**src/rtl/serial_tx_pkg.sv**
```systemverilog
// serial_tx_pkg: shared types and constants for the serial pattern transmitter.
// Holds FSM state codes, the idle line level and the detector-model history reset.
package serial_tx_pkg;

  typedef enum logic [1:0] {
    ST_IDLE  = 2'b00,
    ST_SHIFT = 2'b01,
    ST_DONE  = 2'b10
  } state_t;

  localparam logic       IDLE_LEVEL = 1'b1;
  localparam logic [2:0] HIST_RESET = 3'b111;

endpackage

```
**src/rtl/zero_run_model.sv**
```systemverilog
// zero_run_model: predicts the registered 000x Moore detector output.
// Ports: clk, reset (async, active-low), x (serial in), y_exp (prediction).
module zero_run_model
  import serial_tx_pkg::*;
(
  input  logic clk,
  input  logic reset,
  input  logic x,
  output logic y_exp
);

  logic [2:0] hist_q;

  always_ff @(posedge clk or negedge reset) begin
    if (!reset) begin
      hist_q <= HIST_RESET;
      y_exp  <= 1'b0;
    end else begin
      y_exp  <= (hist_q == 3'b000);
      hist_q <= {hist_q[1:0], x};
    end
  end

endmodule

```
**src/rtl/serial_pattern_tx.sv**
```systemverilog
// serial_pattern_tx: loads a WIDTH-bit word on load&&ready, shifts it MSB-first
// onto x, then pulses done. Ports: clk, reset (async, active-low), din, load,
// ready, x, busy, done; y_exp only when SERIAL_TX_EXPECT_EN is defined.
module serial_pattern_tx
  import serial_tx_pkg::*;
#(
  parameter int WIDTH = 8
) (
  input  logic             clk,
  input  logic             reset,
  input  logic [WIDTH-1:0] din,
  input  logic             load,
  output logic             ready,
  output logic             x,
  output logic             busy,
`ifdef SERIAL_TX_EXPECT_EN
  output logic             done,
  output logic             y_exp
`else
  output logic             done
`endif
);

  localparam int            CW   = $clog2(WIDTH + 1);
  localparam logic [CW-1:0] LAST = CW'(WIDTH - 1);

  state_t           state_q, state_d;
  logic [WIDTH-1:0] sreg_q, sreg_d;
  logic [CW-1:0]    cnt_q, cnt_d;
  logic             armed_q;

  // The first edge after reset release only arms the block, so a
  // release landing on a clock edge can never start a word.
  always_ff @(posedge clk or negedge reset) begin
    if (!reset) begin
      state_q <= ST_IDLE;
      sreg_q  <= '0;
      cnt_q   <= '0;
      armed_q <= 1'b0;
    end else begin
      state_q <= state_d;
      sreg_q  <= sreg_d;
      cnt_q   <= cnt_d;
      armed_q <= 1'b1;
    end
  end

  always_comb begin
    state_d = state_q;
    sreg_d  = sreg_q;
    cnt_d   = cnt_q;
    case (state_q)
      ST_IDLE: begin
        if (load && armed_q) begin
          state_d = ST_SHIFT;
          sreg_d  = din;
          cnt_d   = '0;
        end
      end
      ST_SHIFT: begin
        sreg_d = {sreg_q[WIDTH-2:0], 1'b0};
        if (cnt_q == LAST) begin
          state_d = ST_DONE;
        end else begin
          cnt_d = cnt_q + CW'(1);
        end
      end
      ST_DONE: begin
        state_d = ST_IDLE;
      end
      default: begin
        state_d = ST_IDLE;
      end
    endcase
  end

  assign ready = (state_q == ST_IDLE);
  assign busy  = (state_q == ST_SHIFT) ||
                 (state_q == ST_DONE);
  assign done  = (state_q == ST_DONE);
  assign x     = (state_q == ST_SHIFT) ?
                 sreg_q[WIDTH-1] : IDLE_LEVEL;

`ifdef SERIAL_TX_EXPECT_EN
  zero_run_model u_model (
    .clk   (clk),
    .reset (reset),
    .x     (x),
    .y_exp (y_exp)
  );
`endif

endmodule

```
**config.mk**
```make
export PLATFORM = sky130hd
export DESIGN_NAME = serial_pattern_tx
export DESIGN_NICKNAME = d
export VERILOG_FILES = /design/src/rtl/serial_tx_pkg.sv /design/src/rtl/zero_run_model.sv /design/src/rtl/serial_pattern_tx.sv
export SDC_FILE = /design/constraint.sdc
export NUM_CORES = 1
export LEC_CHECK = 0
export CELL_PAD_IN_SITES_DETAIL_PLACEMENT = 1
export CELL_PAD_IN_SITES_GLOBAL_PLACEMENT = 1
export CORE_AREA = 5 5 52 54
export CTS_BUF_LIST = sky130_fd_sc_hd__clkbuf_8
export CTS_CLUSTER_DIAMETER = 50
export DETAILED_ROUTE_END_ITERATION = 12
export DIE_AREA = 0 0 57 59
export PLACE_DENSITY_LB_ADDON = 0.2
export SYNTH_ARGS = -nofsm -noshare
export SYNTH_HDL_FRONTEND = slang
export SYNTH_SLANG_ARGS = --single-unit
```
**constraint.sdc**
```tcl
create_clock -name clk -period 2.23 [get_ports clk]
set_input_delay 0.446 -clock clk [delete_from_list [all_inputs] [get_ports clk]]
set_output_delay 0.446 -clock clk [all_outputs]
set_load 0.05 [all_outputs]
```
==> impl_metrics.yaml <==
die:
  initial_core_util_pct: 40.8
  rows: 17
  coreArea_um2: 2170
  ios: 15
  fp.dieW_um: 57
  fp.dieArea_um2: 3360
  die-height_um: 59
final_layout:
  areaGrowthSynthToFinish_pct: 23.4
  fin_nets: 108
  diodes: 0
  fill_cells: 251
  final_area_um2: 1090
  drive_gt1_share_pct: 24.4
detailed_routing:
  drtIter0Drc: 0
  antenna_left: 0
  vias_per_cell: 5.08
  wl_per_cell_um: 14.0
  first_pass_iters: 1
  drt_wl_total_um: 1650
  vias: 600
  drc: 0
power_and_ir_drop:
  ir_worst_vdd_mv: 0.712
  cellPowerDensity_nw_per_um2: 1550
  power_mw: 1.70
  power_leakage_nw: 0.513
sta:
  clock_skew_ps: 6.54
  maxSlewViolCount: 0
  hold_viol: 0
  post-route-min-period_ps: 1810
  setup_viol: 0
  rsz0062_at_grt: "no"
  slew_headroom_pct: 56.1
  post-route-period-util_pct: 81.1
  tightestPinTransition_ps: 656
  finalSetupTns_ps: 0
  fmax_mhz: 553
setup_path:
  timing.rr.start: "state_q[0]"
  arrival_ps: 1940
  startpoint_type: "flop"
  startpoint: "state_q[0]"
  end_kind: "flop"
  path_buf_inv: 1
  required_ps: 2360
  crit_end: "sreg_q[3]"
  crit_fanout: 8
  critPathMaxStageDelay_ps: 440
  crit_cells: 5
  r2r_cells: 5
  crit_family: "compound AO/OA/AOI/OAI gates"
  worstSetupPathType: "reg -> reg"
  crit_chain: "inv_1 -> ha_1 -> nand3_1 -> o21a_1 -> mux2_4"
  crit_path_top_delay_cell: "o21a_1"
  r2r_slack_ps: 420
  r2r-end: "sreg_q[3]"
grt:
  track_usage_pct: 11.3
  overflow: 0
  grt_first_pass_wirelength_um: 2930
  grt_max_degree: 16
  antenna_found_initial: 0
  grt_pass1_vias: 677
logic_synthesis:
  async_flop_share_pct: 100
  synth_common_cells: "dfrtp_1, mux2_1, mux2_4"
  synth_area_um2: 886
  avgSynthCellArea_um2: 12.3
  synth_area_leaders: "dfrtp_1, mux2_4, mux2_1"
  ys_types: 30
  ys_seq_area_share_pct: 42.4
  synth.most_common_cell: "dfrtp_1"
  synth-edff-count: 0
  yosysTopAreaCell: "dfrtp_1"
  ys_ff_latch: 15
  synth_top_cell_area_share_pct: 42.4
  synth_warnings: 0
  syn-num-nets: 89
  netlist_instances: 72
  ys.flop_type: "dfrtp_1"
clock_tree:
  clock_tree.buffer_depth: 2
  ctsHoldBuffers: 0
  cts_setup_buffers: 0
  numCtsBuffers: 3
  post_cts_resized: 0
  worstSkewPairLatency_ps: 250
  ctsHtreeMaxLevel: 1
  cts_tree: "done"
  cts_root_buffer: "clkbuf_8"
  path_clk_slew_ps: 60
  numClockSinks: 15
job:
  max_cap_viol_count: 0
worst_hold_path:
  hold_class: "reg -> reg"
  worstHoldPathCells: 1
place:
  gp_congestion: 0.689
  dp_hpwl_um: 1290
  place_area_um2: 1050
  io_buffers: 14
outcome:
  outcome: "completed"
-- how the worst min path moves through the flow --
stage	end	from	slack [ps]
final	sreg_q[0]	sreg_q[0]	510
after global routing	sreg_q[0]	sreg_q[0]	520
after CTS	sreg_q[6]	sreg_q[6]	520
after detailed placement	sreg_q[0]	sreg_q[0]	470
after global placement	sreg_q[0]	sreg_q[0]	480
after floorplan	armed_q	reset	150
-- area by class of cell --
class	instances	area (um2)	share of cell area (%)
multi-input combinational	48	465	42.6
inverter	7	26.3	2.40
clock inverter	1	5.00	0.458
timing repair buffer	16	145	13.3
clock buffer	3	41.3	3.78
tap	28	35.0	3.20
sequential	15	375	34.3
-- sequential cells by signal, summed over array words and instances (netlist names) --
name     flops
armed_q      1
cnt_q        4
sreg_q       8
state_q      2
-- layout by cell type (no fill, tap or decap) --
cell | synthesis | layout
a32oi_1 | 2 | 2
o2111ai_1 | 1 | 1
a21boi_1 | 1 | 1
nor2b_1 | 1 | 1
nand2_1 | 1 | 1
and2_1 | 1 | 1
mux2_1 | 7 | 7
nand2b_1 | 2 | 2
o22ai_2 | 1 | 1
ha_1 | 6 | 6
conb_1 | 1 | 1
nor2_1 | 1 | 1
o211ai_1 | 1 | 1
nand3_1 | 3 | 3
a21bo_1 | 1 | 1
mux2_4 | 7 | 7
o21a_1 | 2 | 2
clkinv_2 | 0 | 1
a21oi_1 | 1 | 1
inv_2 | 1 | 1
dfrtp_1 | 15 | 15
or3_1 | 1 | 1
o41ai_1 | 1 | 1
mux2i_1 | 1 | 1
clkdlybuf4s50_1 | 0 | 10
buf_4 | 1 | 6
and3_4 | 1 | 1
inv_1 | 6 | 6
mux2_2 | 2 | 2
nand3b_1 | 1 | 1
clkbuf_8 | 0 | 3
o21ai_1 | 1 | 1
-- stage by stage --
step	hold slack, ps	cells	utilization, %	setup slack, ps
2_1_floorplan	150	72	-	314
3_3_place_gp	478	114	48.3	284
6_report	513	118	50.4	422
4_1_cts	516	118	50.4	375
5_1_grt	521	118	50.4	259
3_5_place_dp	470	114	48.3	248
-- cells by family (layout without fill, tap and decap cells) --
family                     after synthesis  after routing  synth area share [%]
buffers and inverters                    9             27                  5.08
AOI/OAI and AO/OA                       12             12                  11.0
other                                    1              1                 0.423
muxes                                   17             17                  24.4
adders and majority gates                6              6                  8.47
and+or+nand+nor                         12             12                  8.19
DFF                                     15             15                  42.4
-- report_power, final --
part	total [mW]	leakage [nW]	internal, mW	switching [mW]
sequential	0.485	0.184	0.399	0.0867
clock	0.218	0.0255	0.124	0.0944
combinational	0.997	0.304	0.501	0.496
total	1.70	0.513	1.02	0.677
-- layer usage --
metal,global-route usage [%],vias to the layer above,part of all wire (%)
li1,-,288,-
met1,12.9,296,46
met2,19.7,12,48
met3,1.96,4,3.8
met4,6.95,0,1.8
met5,0,-,0
Note: power is estimated with default switching activity, not from simulation.
